===== src/rtl/lt24_blit_pkg.sv =====
// Shared types and sizes for the background-to-picture blitter.
package lt24_blit_pkg;

    typedef enum logic [1:0] {
        ST_IDLE  = 2'd0,
        ST_RUN   = 2'd1,
        ST_DRAIN = 2'd2,
        ST_DONE  = 2'd3
    } blit_state_t;

    localparam int BG_AW   = 13;
    localparam int PIC_AW  = 12;
    localparam int PIX_W   = 16;
    localparam int MAX_DIM = 64;
    localparam int DIM_W   = $clog2(MAX_DIM) + 1;

endpackage


===== src/rtl/blit_delay_line.sv =====
// Shift register that carries {valid, destination address} alongside each
// background read, so the write lands exactly when the read data returns.
module blit_delay_line #(
    parameter int READ_LATENCY = 1,
    parameter int AW           = 12
) (
    input  logic          i_clk,
    input  logic          i_rst_n,
    input  logic          i_vld,
    input  logic [AW-1:0] i_addr,
    output logic          o_vld,
    output logic [AW-1:0] o_addr
);

    logic [READ_LATENCY-1:0] r_vld;
    logic [AW-1:0]           r_addr [READ_LATENCY];

    always_ff @(posedge i_clk or negedge i_rst_n) begin
        if (!i_rst_n) begin
            r_vld <= '0;
        end else begin
            r_vld <= {r_vld[READ_LATENCY-1:0], i_vld} >> 0;
        end
    end

    // Address is qualified by the valid bit, so it needs no reset.
    always_ff @(posedge i_clk) begin
        r_addr[0] <= i_addr;
        for (int i = 1; i < READ_LATENCY; i++) begin
            r_addr[i] <= r_addr[i-1];
        end
    end

    assign o_vld  = r_vld[READ_LATENCY-1];
    assign o_addr = r_addr[READ_LATENCY-1];

endmodule


===== src/rtl/bg_pic_blitter.sv =====
// Rectangle copy engine: reads background memory, writes picture memory at
// one pixel per clock, with optional transparent-colour skip.
module bg_pic_blitter
    import lt24_blit_pkg::*;
#(
    parameter int READ_LATENCY = 1,
    parameter int PIC_STRIDE   = 64
) (
    input  logic              clk_clk,
    input  logic              reset_reset_n,
    input  logic              start,
    input  logic [BG_AW-1:0]  src_base,
    input  logic [BG_AW-1:0]  src_stride,
    input  logic [PIC_AW-1:0] dst_base,
    input  logic [DIM_W-1:0]  width,
    input  logic [DIM_W-1:0]  height,
    input  logic              key_en,
    input  logic [PIX_W-1:0]  key_value,
    output logic              busy,
    output logic              done,
    output logic [BG_AW-1:0]  bg_address,
    output logic              bg_chipselect,
    output logic              bg_clken,
    output logic              bg_write,
    output logic [PIX_W-1:0]  bg_writedata,
    output logic [1:0]        bg_byteenable,
    input  logic [PIX_W-1:0]  bg_readdata,
    output logic [PIC_AW-1:0] pic_address,
    output logic              pic_chipselect,
    output logic              pic_clken,
    output logic              pic_write,
    output logic [PIX_W-1:0]  pic_writedata,
    output logic [1:0]        pic_byteenable
);

    localparam logic [PIC_AW-1:0] PIC_STEP   = PIC_AW'(PIC_STRIDE);
    localparam logic [1:0]        DRAIN_LAST = 2'(READ_LATENCY - 1);

    blit_state_t       r_state;
    logic              r_busy;
    logic              r_done;
    logic              r_rd_vld;
    logic [BG_AW-1:0]  r_bg_address;
    logic [BG_AW-1:0]  r_src_row;
    logic [PIC_AW-1:0] r_dst_addr;
    logic [PIC_AW-1:0] r_dst_row;
    logic [DIM_W-1:0]  r_col;
    logic [DIM_W-1:0]  r_row;
    logic [1:0]        r_drain;

    logic [DIM_W-1:0]  r_width;
    logic [DIM_W-1:0]  r_height;
    logic [BG_AW-1:0]  r_src_stride;
    logic              r_key_en;
    logic [PIX_W-1:0]  r_key_value;

    logic              w_last_col;
    logic              w_last_pix;
    logic              w_wr_vld;
    logic [PIC_AW-1:0] w_wr_addr;
    logic              w_keyed;
    logic              w_pic_we;

    assign w_last_col = (r_col == r_width - DIM_W'(1));
    assign w_last_pix = w_last_col && (r_row == r_height - DIM_W'(1));

    always_ff @(posedge clk_clk or negedge reset_reset_n) begin
        if (!reset_reset_n) begin
            r_state      <= ST_IDLE;
            r_busy       <= 1'b0;
            r_done       <= 1'b0;
            r_rd_vld     <= 1'b0;
            r_bg_address <= '0;
            r_src_row    <= '0;
            r_dst_addr   <= '0;
            r_dst_row    <= '0;
            r_col        <= '0;
            r_row        <= '0;
            r_drain      <= '0;
        end else begin
            case (r_state)
                ST_IDLE: begin
                    if (start) begin
                        r_busy <= 1'b1;
                        if (width != '0 && height != '0) begin
                            r_state      <= ST_RUN;
                            r_rd_vld     <= 1'b1;
                            r_bg_address <= src_base;
                            r_src_row    <= src_base;
                            r_dst_addr   <= dst_base;
                            r_dst_row    <= dst_base;
                            r_col        <= '0;
                            r_row        <= '0;
                        end else begin
                            r_state <= ST_DONE;
                            r_done  <= 1'b1;
                        end
                    end
                end
                ST_RUN: begin
                    if (w_last_pix) begin
                        r_state      <= ST_DRAIN;
                        r_rd_vld     <= 1'b0;
                        r_bg_address <= '0;
                        r_drain      <= DRAIN_LAST;
                    end else if (w_last_col) begin
                        // Row wrap: both bases step by their own pitch.
                        r_col        <= '0;
                        r_row        <= r_row + DIM_W'(1);
                        r_src_row    <= r_src_row + r_src_stride;
                        r_bg_address <= r_src_row + r_src_stride;
                        r_dst_row    <= r_dst_row + PIC_STEP;
                        r_dst_addr   <= r_dst_row + PIC_STEP;
                    end else begin
                        r_col        <= r_col + DIM_W'(1);
                        r_bg_address <= r_bg_address + BG_AW'(1);
                        r_dst_addr   <= r_dst_addr + PIC_AW'(1);
                    end
                end
                ST_DRAIN: begin
                    if (r_drain == 2'd0) begin
                        r_state <= ST_DONE;
                        r_done  <= 1'b1;
                    end else begin
                        r_drain <= r_drain - 2'd1;
                    end
                end
                ST_DONE: begin
                    r_state <= ST_IDLE;
                    r_busy  <= 1'b0;
                    r_done  <= 1'b0;
                end
                default: r_state <= ST_IDLE;
            endcase
        end
    end

    // Request parameters are captured once so mid-copy input changes are ignored.
    always_ff @(posedge clk_clk) begin
        if (r_state == ST_IDLE && start) begin
            r_width      <= width;
            r_height     <= height;
            r_src_stride <= src_stride;
            r_key_en     <= key_en;
            r_key_value  <= key_value;
        end
    end

    blit_delay_line #(
        .READ_LATENCY (READ_LATENCY),
        .AW           (PIC_AW)
    ) u_delay (
        .i_clk   (clk_clk),
        .i_rst_n (reset_reset_n),
        .i_vld   (r_rd_vld),
        .i_addr  (r_dst_addr),
        .o_vld   (w_wr_vld),
        .o_addr  (w_wr_addr)
    );

    assign w_keyed  = r_key_en && (bg_readdata == r_key_value);
    assign w_pic_we = w_wr_vld && !w_keyed;

    assign busy           = r_busy;
    assign done           = r_done;
    assign bg_address     = r_bg_address;
    assign bg_chipselect  = r_rd_vld;
    assign bg_clken       = r_rd_vld;
    assign bg_write       = 1'b0;
    assign bg_writedata   = '0;
    assign bg_byteenable  = 2'b11;
    assign pic_address    = w_pic_we ? w_wr_addr : '0;
    assign pic_chipselect = w_pic_we;
    assign pic_clken      = w_pic_we;
    assign pic_write      = w_pic_we;
    assign pic_writedata  = w_pic_we ? bg_readdata : '0;
    assign pic_byteenable = 2'b11;

endmodule

===== config.mk =====
export PLATFORM = sky130hd
export DESIGN_NAME = bg_pic_blitter
export DESIGN_NICKNAME = d
export VERILOG_FILES = /design/src/rtl/lt24_blit_pkg.sv /design/src/rtl/blit_delay_line.sv /design/src/rtl/bg_pic_blitter.sv
export SDC_FILE = /design/constraint.sdc
export NUM_CORES = 1
export LEC_CHECK = 0
export ABC_AREA = 1
export CORE_AREA = 4 4 135 137
export DETAILED_ROUTE_END_ITERATION = 8
export DIE_AREA = 0 0 139 141
export PLACE_DENSITY_LB_ADDON = 0.05
export SLEW_MARGIN = 20
export SYNTH_ARGS = -nofsm -noshare
export SYNTH_HDL_FRONTEND = slang
export SYNTH_SLANG_ARGS = --single-unit
export TNS_END_PERCENT = 20

===== constraint.sdc =====
create_clock -name clk_clk -period 2.2 [get_ports clk_clk]
set_input_delay 0.44 -clock clk_clk [delete_from_list [all_inputs] [get_ports clk_clk]]
set_output_delay 0.44 -clock clk_clk [all_outputs]
set_load 0.005 [all_outputs]

==> qor.txt <==
clk_skew -> 0.00647 ns
initial core utilization -> 47.3%
synthesized instance count -> 1080
Worst R2R Setup Slack -> 0.09 ns
Critical Setup Path Class -> reg -> out
Post-Syn Area -> 8080 sq um
final core utilization -> 62.1%
Final period util -> 114%
met2 wire len -> 9810 um
max_cap viols -> 0
cell area power density -> 1270 nW/um^2
share of cells above drive strength 1 -> 14.0%
crit path max fanout -> 8
post-synthesis sequential area ratio -> 41.6%
grt total ovfl -> 0
Synth async-reset ratio -> 56.3%
DRC -> 0
Final min period -> 2.51 ns
largest area contributor in the netlist -> dfrtp_1
status -> complete, but fails checks
worst skew pair latency -> 0.41 ns
Crit path max-delay family -> simple AND/OR/NAND/NOR gates
worst slack at placement -> -0.711 ns
Synth Area per Inst -> 7.48 sq um
overall die area -> 19600 sq um
Largest stage delay, worst path -> 0.42 ns
slowest stage cell, crit path -> edfxtp_1
crit end category -> output pin
GRT Total Usage -> 20.9%
worst path required time -> 1.76 ns
final WL -> 20400 um
failing checks -> negative setup slack
Hold Path Sink -> u_delay.r_addr[0][6]$_DFF_P_
Ys Warns -> 0
EDFF count, synth -> 44
# rows -> 48
CP Launch Point -> r_key_value[15]$_DFFE_PP_
Pleak -> 0.00517 uW
Max Freq -> 398 MHz
HP Class -> reg -> reg
synth top area cells -> dfrtp_1 (22%), edfxtp_1 (16%), nand2_1 (16%)
Num CTS Buffers -> 17
Clock Tree Buf Depth -> 2
Final nets -> 1360
final slew viol count -> 0
initial antenna violation count -> 0
top sig layer -> met4
Worst Hold Slack -> 0.430 ns
launching point of the worst reg2reg path -> r_height[0]$_DFFE_PP_
largest net degree at the start of global routing -> 62
detail-routed net length per standard cell -> 13.7 um
number of synthesized register bits -> 128
RSZ-0062 raised after global routing -> yes
# setup viols final -> 31
Post-synth top cells -> nand2_1 (341), inv_1 (128), nand3_1 (89), nor2_1 (83), dfrtp_1 (72)
port buffer count -> 135
# fillers -> 1557
Starting DRT DRC Count -> 425
worst path cell trace -> a21boi_2 -> o2111ai_2 -> nor4_2 -> nand3_1 -> nand2_2 -> buf_6 -> buf_12 -> nor2_1 -> buf_2
CP startpoint kind -> flip-flop
met1 wire length -> 9330 um
htree depth -> 4
TNS Setup -> -8.46 ns
CP Data Arrival Time -> 2.07 ns
GPL Wtd Cong -> 0.837
Hold Crit Start -> r_dst_addr[6]$_DFFE_PN0P_
first-pass GRT wire length -> 33700 um
setup ws final -> -0.311 ns
Core ar. -> 17100 sq um
maximum vdd drop -> 0.000718 V
Buf+Inv Stages, Crit Path -> 3
Area Growth Syn to Fin -> 31.1%
first-pass detailed-route iteration total -> 7
die width -> 139 um
ANT cells -> 0
vias in the first global route -> 7010
worst reg2reg path depth -> 13
CTS tree -> built
CTS root buf -> clkbuf_16
Die Ht -> 141 um
Clock transition at path regs -> 0.06 ns
dpl hpwl -> 14300 um
Clock Sink Count -> 128
Final Hold Fails -> 0
end of the worst register-to-register path -> r_dst_addr[6]$_DFFE_PN0P_
met3 wire length -> 1040 um
ANT nets after route -> 0
Hold Path Depth -> 0
I/O pin count -> 157
ys flop type -> dfrtp_1
Unique masters post-synth -> 47
top-area cell type share of the netlist area -> 22.3%
vias per cell -> 4.91
count leader, synth -> nand2_1
total number of vias -> 7284
## sequential cells by signal, summed over array words and instances (netlist names), 12 cells and up
| signal | count |
|---|---|
| r_key_value | 16 |
| bg_address | 13 |
| r_src_row | 13 |
| r_src_stride | 13 |
| r_dst_addr | 12 |
| r_dst_row | 12 |
| u_delay.r_addr | 12 |
## kinds of logic (layout without fill, tap and decap cells)
logic type	after synthesis	in the layout	share of synthesized area, %
AO/OA/AOI/OAI	89	89	6.26
XOR/XNOR	48	48	5.21
adder cells (fa/ha/maj)	27	27	4.28
buffers and inverters	196	355	10.8
flip-flops	128	128	41.6
other	2	21	0.0930
AND/OR/NAND/NOR	590	590	31.8
## worst max-delay path by stage
stage,endpoint,depth (start not counted)
after floorplan,r_dst_addr[0]$_DFFE_PN0P_,19
after global placement,pic_write,10
after detailed placement,pic_chipselect,10
after CTS,pic_writedata[9],10
after global routing,pic_writedata[7],9
final,pic_address[11],9
## worst register-to-register path, stage by stage, from the launching register on
cell and delay (ns):
edfxtp_1 0.40, inv_1 0.10, ha_2 0.28, xnor2_1 0.12, nor2_1 0.13, nand2_1 0.08, nor2_2 0.09, nand3_1 0.08
nor2_2 0.15, nand3_4 0.12, nand2_2 0.14, inv_2 0.13, nand2_1 0.12, nand2_1 0.07
## cell usage in the layout (no fill, tap or decap), types with 3 or more instances in the layout
cell,instances
a21boi_0,8
dlymetal6s2s_1,3
o21ai_1,3
nand4_1,41
edfxtp_1,44
clkbuf_16,18
dlygate4sd2_1,5
buf_6,11
xnor2_1,19
nor3_1,6
inv_2,11
conb_1,21
ha_1,23
nand3_1,88
clkinv_2,4
nor2_1,72
buf_12,9
nand2_2,7
inv_1,119
nand3b_1,7
nor2_4,5
buf_4,37
dfxtp_1,12
xor2_1,27
or2_2,5
clkinv_4,3
dfrtp_1,72
a21oi_1,24
clkdlybuf4s50_1,95
o21a_1,3
nand2_1,337
clkbuf_2,4
o21ai_0,37
nor2_2,9
buf_2,24
## routing by layer
metal	vias up	GRT usage, %
met2	192	35.7
met4	0	5.56
li1	3753	-
met5	-	0
met1	3318	27.0
met3	21	4.38
## what timing repair did
action / CTS / global route
cloned: 2 / 0
pin swaps: 10 / 13
hold buffers: 1 / 0
endpoints found under the setup margin: 34 / 94
gates resized for setup: 144 / 53
buffers inserted: 6 / 0
endpoints found under the hold margin: 17 / 0
## metrics by stage
stage                     instances  power, uW  instance area (sq um)
final                          1483      13500                  10600
after global routing           1483      14600                  10600
after CTS                      1486      13400                  10500
after detailed placement       1445      10600                   9880
after global placement         1445      10500                   9880
after floorplan                1099       8230                   8150
## report_power, final
group          leakage, uW  switching [uW]  internal, uW
Combinational      0.00348            3850          2790
Sequential         0.00140             646          3340
Clock             0.000292            1070          1770
## layout make-up
class,count,area [sq um],share of cell area [%]
Multi-Input combinational cell,775,4060,38.4
Sequential cell,128,3360,31.8
Timing Repair Buffer,190,1780,16.8
Inverter,133,503,4.75
Clock buffer,20,468,4.42
Tap cell,225,282,2.66
Clock inverter,12,131,1.24
No activity file was read; power rests on OpenSTA's default activity.
